[config.mk]
export PLATFORM = sky130hd
export DESIGN_NAME = uart_detector_rx
export DESIGN_NICKNAME = d
export VERILOG_FILES = /design/src/rtl/uart_detector_rx.sv
export SDC_FILE = /design/constraint.sdc
export NUM_CORES = 1
export LEC_CHECK = 0
export CORE_MARGIN = 1
export CORE_UTILIZATION = 30
export CTS_CLUSTER_DIAMETER = 30
export DETAILED_ROUTE_END_ITERATION = 8
export PLACE_DENSITY_LB_ADDON = 0.15
export SYNTH_ARGS = -nofsm -noshare
export SYNTH_HDL_FRONTEND = slang
export SYNTH_SLANG_ARGS = --single-unit
[constraint.sdc]
create_clock -name clk -period 2.88 [get_ports clk]
set_input_delay 0.432 -clock clk [delete_from_list [all_inputs] [get_ports clk]]
set_output_delay 0.432 -clock clk [all_outputs]
set_load 0.01 [all_outputs]
[src/rtl/uart_detector_rx.sv]
// 8N1 UART receiver for the detector link: samples each bit at its midpoint,
// publishes good bytes on rec and tracks link freshness with a stale counter.
module uart_detector_rx #(
    parameter int unsigned CLK_FREQ     = 100_000_000,
    parameter int unsigned BAUD         = 9600,
    parameter int unsigned STALE_CYCLES = 50_000_000
) (
    input  logic       clk,
    input  logic       rst,
    input  logic       rx,
    output logic [7:0] rec,
    output logic       rec_valid,
    output logic       frame_err,
    output logic       link_ok
);

    localparam int unsigned CPB = CLK_FREQ / BAUD;
    localparam int unsigned CW  = (CPB > 2) ? $clog2(CPB) : 1;
    localparam int unsigned SW  = $clog2(STALE_CYCLES + 1);

    localparam logic [CW-1:0] HALF_CNT  = CW'(CPB / 2 - 1);
    localparam logic [CW-1:0] LAST_CNT  = CW'(CPB - 1);
    localparam logic [SW-1:0] STALE_MAX = SW'(STALE_CYCLES);

    typedef enum logic [1:0] {
        IDLE  = 2'd0,
        START = 2'd1,
        DATA  = 2'd2,
        STOP  = 2'd3
    } state_t;

    state_t        state, state_d;
    logic          rx_m, rx_s;
    logic [CW-1:0] cnt, cnt_d;
    logic [2:0]    idx, idx_d;
    logic [7:0]    shreg, shreg_d;
    logic [7:0]    rec_d;
    logic          rec_valid_d, frame_err_d;
    logic          brk, brk_d;
    logic [SW-1:0] stale, stale_d;
    logic          link_ok_d;

    // Two-flop synchronizer, idle-high
    always_ff @(posedge clk or negedge rst) begin
        if (!rst) begin
            rx_m <= 1'b1;
            rx_s <= 1'b1;
        end else begin
            rx_m <= rx;
            rx_s <= rx_m;
        end
    end

    always_ff @(posedge clk or negedge rst) begin
        if (!rst) begin
            state     <= IDLE;
            cnt       <= '0;
            idx       <= '0;
            shreg     <= '0;
            brk       <= 1'b0;
            rec       <= 8'h00;
            rec_valid <= 1'b0;
            frame_err <= 1'b0;
            stale     <= '0;
            link_ok   <= 1'b0;
        end else begin
            state     <= state_d;
            cnt       <= cnt_d;
            idx       <= idx_d;
            shreg     <= shreg_d;
            brk       <= brk_d;
            rec       <= rec_d;
            rec_valid <= rec_valid_d;
            frame_err <= frame_err_d;
            stale     <= stale_d;
            link_ok   <= link_ok_d;
        end
    end

    always_comb begin
        state_d     = state;
        cnt_d       = CW'(cnt + 1'b1);
        idx_d       = idx;
        shreg_d     = shreg;
        brk_d       = brk;
        rec_d       = rec;
        rec_valid_d = 1'b0;
        frame_err_d = 1'b0;

        case (state)
            IDLE: begin
                cnt_d = '0;
                brk_d = 1'b0;
                if (!rx_s) state_d = START;
            end
            START: begin
                if (cnt == HALF_CNT) begin
                    cnt_d = '0;
                    if (!rx_s) begin
                        state_d = DATA;
                        idx_d   = '0;
                    end else begin
                        state_d = IDLE;
                    end
                end
            end
            DATA: begin
                if (cnt == LAST_CNT) begin
                    cnt_d          = '0;
                    shreg_d[idx]   = rx_s;
                    if (idx == 3'd7) state_d = STOP;
                    else             idx_d   = 3'(idx + 1'b1);
                end
            end
            STOP: begin
                // After a bad stop bit, hold here until the line is released
                if (brk) begin
                    cnt_d = cnt;
                    if (rx_s) begin
                        state_d = IDLE;
                        brk_d   = 1'b0;
                    end
                end else if (cnt == LAST_CNT) begin
                    if (rx_s) begin
                        rec_d       = shreg;
                        rec_valid_d = 1'b1;
                        state_d     = IDLE;
                    end else begin
                        frame_err_d = 1'b1;
                        brk_d       = 1'b1;
                    end
                end
            end
            default: state_d = IDLE;
        endcase

        // Freshness: a good byte clears the counter and wins over saturation
        if (rec_valid_d)              stale_d = '0;
        else if (stale == STALE_MAX)  stale_d = stale;
        else                          stale_d = SW'(stale + 1'b1);

        if (rec_valid_d)                link_ok_d = 1'b1;
        else if (stale_d == STALE_MAX)  link_ok_d = 1'b0;
        else                            link_ok_d = link_ok;
    end

endmodule

Word-level counts from Yosys, hierarchy flattened. Index checks and enable logic that the tools add are counted.

Register bits: 67. Output and inout bits: 11. Bits of input ports: 3.

Multiplexer cells: 35. $lt $le $gt $ge: 2. Add/sub/neg operators: 3. Bitwise gates (word level): 1. Equal/unequal tests: 16. Reduce and logical (&&, ||, !) cells: 9.

Operators by type and width (count): one-hot mux 14 bit (4 select lines) (1); equality test 26 bit, second input constant (2); 2-to-1 mux 26 bit (2); 2-to-1 mux 14 bit (3); adder 26 x 1 -> 26 bit, second input constant (1); 2-to-1 mux 2 bit (8); adder 14 x 1 -> 14 bit, second input constant (1); equality test 14 x 13 -> 1 bit, second input constant (1); equality test 14 bit, second input constant (1); != test 2 bit, second input constant (7); 2-to-1 mux 1 bit (12); 2-to-1 mux 3 bit (4); AND reduction 5 bit (2); bitwise mux 8 bit (1); one-hot mux 2 bit (4 select lines) (1); one-hot mux 3 bit (2 select lines) (1); nonzero test 2 bit (3); equality test 2 bit, second input constant (2); less-than comparator 3 x 4 -> 1 bit, second input constant (1); AND reduction 4 bit (1); adder 3 x 1 -> 3 bit, second input constant (1); demux 1 bit (select 3 bit) (1); equality test 3 bit, second input constant (1); greater-or-equal comparator 3 x 1 -> 1 bit, second input constant (1); other kinds (7) (7).

Depth between registers and ports, before layout. Gate-level depths: netlist (run 1).

Depth after elaboration: 8. Gate-level depth with buffers: 9. Depth with buffers taken out: 9.

Worst setup path after synthesis (run 1). No wires, ideal clock.

Kind: reg2reg. Start point: register stale[0]. End point: register link_ok. Clock period less this slack: 2.511 ns. Buffers on the path: 1. Required time: 2.754 ns. Stages on the path, launching flop included: 9. Setup time: 0.126 ns. Setup slack: 0.369 ns. Arrival time: 2.385 ns. Cell sequence: dfrtp_1 -> ha_1 -> nand3_4 -> or4_4 -> buf_6 -> xor2_2 -> or4b_4 -> nor4b_2 -> a21oi_1.

Word-level cells in the longest chain between the ends: 5. Elaborated cells on any way between the ends: 6. Those cells by class: add/sub: 1; eq/ne: 2; mux: 2; reduce/logical: 1.

RTL lines: start, declared (RTL line 40) `logic [SW-1:0] stale, stale_d;`; start signal, assigned (RTL line 75) `stale <= stale_d;`; adder 26 x 1 -> 26 bit / equality test 26 bit (equally long branches) (RTL line 140, 139); 2-to-1 mux 26 bit * (RTL line 139) `else if (stale == STALE_MAX) stale_d = stale;`; 2-to-1 mux 26 bit * (RTL line 138) `if (rec_valid_d) stale_d = '0;`; equality test 26 bit * (RTL line 143) `else if (stale_d == STALE_MAX) link_ok_d = 1'b0;`; nonzero test 2 bit (no line) *; end signal, assigned (RTL line 76) `link_ok <= link_ok_d;`; end, declared (RTL line 14) `output logic link_ok`.

Every way passes the cells marked *; elsewhere a longest branch is shown, timed or not. A chain may end at the register's enable or synchronous reset.

Worst setup path after layout (run 1). Ends and elaborated chain as after synthesis.

==> flow_summary_export.csv, run 1 <==
group,metric,value,unit
global_route,grtUsageTotal,13.8,%
route,num_vias,2709,
logic_synthesis,synth.distinct_cells,61,
finish,area_growth,16.8,%
logic_synthesis,ys.flop_type,"dfrtp_1",
sta,min_period,2.59,ns
min_path,hold_class,"input pin to asynchronous set/reset pin",
logic_synthesis,yosysWarnings,0,
setup_path,r2r-end,"link_ok$_DFFE_PN0P_",
sta,finalWorstSetupSlack,0.291,ns
sta,report.final.slew_viol_count,0,
pwr,p_per_area,502,nW/um2
logic_synthesis,syn_area_per_cell,9.48,um2
setup_path,cpPeakStageDelay,0.61,ns
global_route,grt_max_degree,68,
route,drtIter0Drc,79,
clock_tree,cts_max_path_buffers,2,
logic_synthesis,yosys.area.top_type_share,44.7,%
setup_path,worstPathArrival,2.80,ns
finish,antenna_cells,0,
sta,worst_pin_slew,0.409,ns
floorplanning,rows,39,
place,portBuffers,13,
clock_tree,insertion_delay,0.34,ns
logic_synthesis,synth_seq_cells,67,
clock_tree,root_buffer,"clkbuf_16",
pwr,leakagePower,0.00180,uW
route,ant_nets,0,
setup_path,worstPathRequired,3.09,ns
setup_path,slowest_stage,"or4_4",
setup_path,path_delay_family,"simple AND/OR/NAND/NOR gates",
setup_path,crit_fanout,8,
sta,fin_crit_sh,89.9,%
route,detail_route.first_pass.iterations,7,
run,drv_cap,0,
status,status,"finished with violations",
setup_path,path_cells,"ha_1 -> nand3_4 -> or4_4 -> xor2_2 -> or4b_4 -> nor4b_2 -> a21oi_1",
floorplanning,start_util,31.4,%
sta,skew,0.00838,ns
setup_path,crit_cells,7,
clock_tree,cts_hold_buf,0,
floorplanning,coreArea,11600,um2
clock_tree,clk_pin_slew,0.05,ns
setup_path,crit_end,"link_ok$_DFFE_PN0P_",
sta,final-setup-viol-count,0,
sta,rsz0062_at_grt,"false",
floorplanning,chipWidth,112,um
logic_synthesis,synth_top_cell_by_area,"dfrtp_1",
route,wire_per_inst,14.1,um
sta,max_slew_margin,72.5,%
logic_synthesis,netlist_top_cells_area,"dfrtp_1, nand2_1, xnor2_1",
logic_synthesis,synth_area,3640,um2
sta,setup_tns,0,ns
logic_synthesis,synth_cells,384,
logic_synthesis,synth_edf_count,0,
finish,fin_util,36.6,%
route,avgViaCountPerCell,4.93,
place,place_ws,0.283,ns
setup_path,startpoint,"stale[0]$_DFF_PN0_",
clock_tree,postCtsSetupRepairBufs,0,
clock_tree,numCtsBuffers,9,
logic_synthesis,syn_nets,397,
floorplanning,die_h,112,um
clock_tree,cts.sinks,67,
setup_path,crit_buf_inv,0,
setup_path,crit_path_end_kind,"register",
finish,stdcell_count,549,
setup_path,start_kind,"register",
floorplanning,die-area,12600,um2
clock_tree,h-tree-depth,3,
clock_tree,cts_tree,"yes",
sta,finalHoldViolCount,0,
logic_synthesis,synthTopCellsByCount,"dfrtp_1, nand2_1, nor2_1, o21ai_1, inv_1",
route,wl,7720,um
setup_path,reg2reg_slack,0.29,ns
sta,hold_ws,0.0898,ns
status,violations,"design-rule violations",
setup_path,r2r_cells,7,
global_route,grt-ovfl-total,0,
setup_path,reg2reg_from,"stale[0]$_DFF_PN0_",
finish,layout.nets,414,
route,drc_errors,1,
place,dpl.cell_count,533,
global_route,grt_pass1_vias,2814,
logic_synthesis,yosysMostFrequentCell,"dfrtp_1",
floorplanning,ios,14,
global_route,antenna_found_initial,0,
pwr,max-vdd-ir-drop,0.000398,V
clock_tree,cts_resized,0,
setup_path,path_class,"register to register",
logic_synthesis,ys_seq_area_share,46.1,%
sta,max_freq,0.386,GHz
global_route,grt_pass1_wl,13600,um
place,hpwl,5310,um
finish,layout-drive-gt1-share,13.5,%
place,routabilityCongestion,0.750,
logic_synthesis,async_flop_share,100,%
-- cell type report --
| cell class | instances | area [um2] |
|---|---|---|
| inverters | 17 | 63.8 |
| flip-flops and latches | 67 | 1680 |
| well taps | 143 | 179 |
| clock buffers | 11 | 233 |
| fillers | 1188 | 7360 |
| multi-input cells | 285 | 1820 |
| repair buffers | 21 | 198 |
| clock inverters | 5 | 80.1 |
-- state kept, by name, summed over array words and instances, names as in the netlist, named ones only --
| signal | count |
|---|---|
| brk | 1 |
| cnt | 14 |
| frame_err | 1 |
| idx | 3 |
| link_ok | 1 |
| rec | 8 |
| rec_valid | 1 |
| rx_m | 1 |
| rx_s | 1 |
| shreg | 8 |
| stale | 26 |
| state | 1 |
-- stage by stage --
step,area [um2],total power [uW]
after floorplan,3640,965
after global placement,3940,992
after detailed placement,3940,991
after CTS,4250,2180
after global routing,4250,2210
final,4250,2130
-- cells by family after synthesis --
family	after synthesis	share of synthesized area, %
and+or+nand+nor	185	28.3
AOI/OAI and AO/OA	54	8.80
DFF	67	46.1
adders and majority gates	10	3.44
xor gates and xnor gates	26	6.46
muxes	10	3.06
buffers and inverters	32	3.85
-- per-layer routing --
metal | track usage, % | wire (um) | up-vias
met3 | 4.37 | 232 | 7
met2 | 22.3 | 3670 | 33
met4 | 4.53 | 72 | 0
li1 | - | - | 1364
met5 | 0 | 0 | -
met1 | 17.5 | 3750 | 1305
-- cell usage in the layout (no fill, tap or decap), types with 3 or more instances in the layout --
cell,Yosys,final
xnor2_1,16,16
nand4_1,6,6
nand3_1,15,15
dfrtp_1,65,65
clkdlybuf4s50_1,0,12
buf_4,2,7
a21oi_1,9,9
inv_1,17,17
xor2_1,9,9
nor3b_1,4,4
o21ai_1,24,24
ha_1,10,10
mux2_2,8,8
nor4_1,4,4
nand2b_1,6,6
and3_1,8,8
clkbuf_16,0,9
nor3_1,12,12
nor2_1,37,37
nand2_1,57,57
o21ai_0,7,7
nor3_2,3,3
or3_1,4,4
-- power by group --
group / leakage, uW / switching [uW] / internal, uW
clock network: 0.000146 / 407 / 756
registers: 0.000900 / 3.09 / 945
logic: 0.000752 / 19.4 / 5.10
-- how the worst min path moves through the flow --
stage	slack (ns)	from	endpoint
2_1_floorplan	0.14	rst	asynchronous set/reset pin
3_3_place_gp	0.35	rx_m$_DFF_PN1_	rx_s$_DFF_PN1_
3_5_place_dp	0.35	rx_m$_DFF_PN1_	rx_s$_DFF_PN1_
4_1_cts	0.13	rst	stale[5]$_DFF_PN0_
5_1_grt	0.15	rst	stale[22]$_DFF_PN0_
6_report	0.09	rst	stale[12]$_DFF_PN0_
Power figures use the tool's default switching activity.
==> inputs of run 2 (changes only) <==
--- a/config.mk
+++ b/config.mk
@@ -6,7 +6,7 @@
 export NUM_CORES = 1
 export LEC_CHECK = 0
 export CORE_MARGIN = 1
-export CORE_UTILIZATION = 30
+export CORE_UTILIZATION = 55
 export CTS_CLUSTER_DIAMETER = 30
 export DETAILED_ROUTE_END_ITERATION = 8
 export PLACE_DENSITY_LB_ADDON = 0.15
==> run 2 against run 1 <==
Compared with the run above: the run now ends clean; sequential share of layout area increased by 1.9 points; wire length decreased by 7.7%; clock-buffer cell count decreased by 1; core utilization increased by 27 points; critical path type unchanged; highest routed layer unchanged.
==> flow_summary_export.csv, run 2 (synthesis results as in run 1) <==
group,metric,value,unit
status,status,"complete, no violations",
setup_path,slowest_stage,"or4_4",
setup_path,crit_end,"link_ok$_DFFE_PN0P_",
min_path,hold_class,"input pin to asynchronous set/reset pin",
setup_path,crit_fanout,8,
sta,rsz0062_at_grt,"false",
sta,setup_tns,0,ns
floorplanning,coreArea,6390,um2
clock_tree,insertion_delay,0.33,ns
setup_path,crit_cells,7,
setup_path,reg2reg_slack,0.21,ns
run,drv_cap,0,
floorplanning,die_h,83.4,um
clock_tree,cts_max_path_buffers,2,
clock_tree,h-tree-depth,3,
route,drtIter0Drc,138,
finish,fill_cells,544,
global_route,antenna_found_initial,0,
clock_tree,cts_hold_buf,0,
finish,final_cell_mix,"dfrtp_1, nand2_1, nor2_1",
global_route,grt_pass1_vias,2668,
setup_path,cpPeakStageDelay,0.61,ns
finish,largest_reg_flops,26,
setup_path,startpoint,"stale[0]$_DFF_PN0_",
route,avgViaCountPerCell,5.67,
setup_path,worstPathArrival,2.88,ns
clock_tree,clk_pin_slew,0.07,ns
finish,top_regs,"stale: 26 flops, cnt: 14 flops",
route,num_vias,2726,
clock_tree,cts_resized,0,
floorplanning,ios,14,
setup_path,path_delay_family,"simple AND/OR/NAND/NOR gates",
clock_tree,postCtsSetupRepairBufs,0,
setup_path,worstPathRequired,3.09,ns
setup_path,reg2reg_from,"stale[0]$_DFF_PN0_",
finish,layout.nets,412,
place,hpwl,4990,um
sta,max_slew_margin,54.3,%
setup_path,r2r_cells,7,
pwr,p_per_area,446,nW/um2
sta,fin_crit_sh,92.7,%
global_route,grt_pass1_wl,12700,um
clock_tree,cts.sinks,67,
sta,hold_ws,0.139,ns
floorplanning,start_util,57.0,%
sta,min_period,2.67,ns
setup_path,crit_path_end_kind,"register",
clock_tree,cts_tree,"yes",
setup_path,start_kind,"register",
clock_tree,root_buffer,"clkbuf_8",
place,routabilityCongestion,0.826,
sta,skew,0.0103,ns
route,wl,7120,um
clock_tree,numCtsBuffers,9,
finish,layout-drive-gt1-share,13.4,%
setup_path,crit_buf_inv,0,
floorplanning,die-area,6950,um2
sta,max_freq,0.375,GHz
pwr,leakagePower,0.00175,uW
sta,final-setup-viol-count,0,
global_route,grt-ovfl-total,0,
setup_path,path_class,"register to register",
setup_path,r2r-end,"link_ok$_DFFE_PN0P_",
sta,report.final.slew_viol_count,0,
route,wire_per_inst,14.8,um
finish,layout_commonest_cell,"dfrtp_1",
floorplanning,rows,29,
route,drc_errors,0,
route,detail_route.first_pass.iterations,4,
global_route,grtUsageTotal,22.9,%
place,portBuffers,13,
pwr,max-vdd-ir-drop,0.000334,V
global_route,grt_max_degree,39,
sta,worst_pin_slew,0.686,ns
place,placed_area,3840,um2
finish,area_growth,11.5,%
finish,top_register,"stale",
finish,fin_area,4060,um2
sta,finalHoldViolCount,0,
floorplanning,chipWidth,83.4,um
setup_path,path_cells,"ha_1 -> nand3_4 -> or4_4 -> xor2_2 -> or4b_4 -> nor4b_2 -> a21oi_1",
finish,antenna_cells,0,
route,ant_nets,0,
-- run 2: cell count changes in the layout (fill, tap and decap cells not counted), sizes merged --
| cell | delta |
|---|---|
| buf | -2 |
| clkinv | +2 |
| clkbuf | -1 |
| clkinvlp | -1 |
-- run 2: how the worst min path moves through the flow --
stage,start,endpoint,slack (ns),cells past startpoint
after floorplan,rst,asynchronous set/reset pin,0.14,0
after global placement,rx_m$_DFF_PN1_,rx_s$_DFF_PN1_,0.35,0
after detailed placement,rx_m$_DFF_PN1_,rx_s$_DFF_PN1_,0.35,0
after CTS,rst,stale[0]$_DFF_PN0_,0.16,1
after global routing,rst,stale[16]$_DFF_PN0_,0.20,1
final,rst,stale[14]$_DFF_PN0_,0.14,1
-- run 2: metal layers --
metal / track usage, % / part of all wire, % / up-vias / routed length, um
met3: 3.58 / 2.0 / 10 / 140
met5: 0 / 0 / - / 0
li1: - / - / 1356 / -
met1: 32.1 / 49 / 1320 / 3480
met2: 36.0 / 48 / 40 / 3410
met4: 8.46 / 1.2 / 0 / 85
-- run 2: power breakdown --
group	switching, uW	internal [uW]	total, uW
Sequential	3.17	943	946
Combinational	18.4	4.98	23.4
Clock	355	489	844
Total	376	1440	1810
-- run 2: final cells by class --
cell class / instances / area [um2] / share of cell area, %
Clock buffer: 10 / 128 / 3.14
Timing Repair Buffer: 19 / 183 / 4.50
Inverter: 17 / 63.8 / 1.57
Sequential cell: 67 / 1680 / 41.3
Clock inverter: 6 / 90.1 / 2.22
Tap cell: 77 / 96.3 / 2.37
Multi-Input combinational cell: 285 / 1820 / 44.9
-- run 2: stage by stage --
stage	worst slack (ns)	power [uW]	utilization (%)	std cells
3_3_place_gp	0.338	989	60.2	465
5_1_grt	0.0962	1880	63.6	481
2_1_floorplan	0.369	965	-	384
4_1_cts	0.212	1840	63.6	481
6_report	0.211	1810	63.6	481
3_5_place_dp	0.272	990	60.2	465
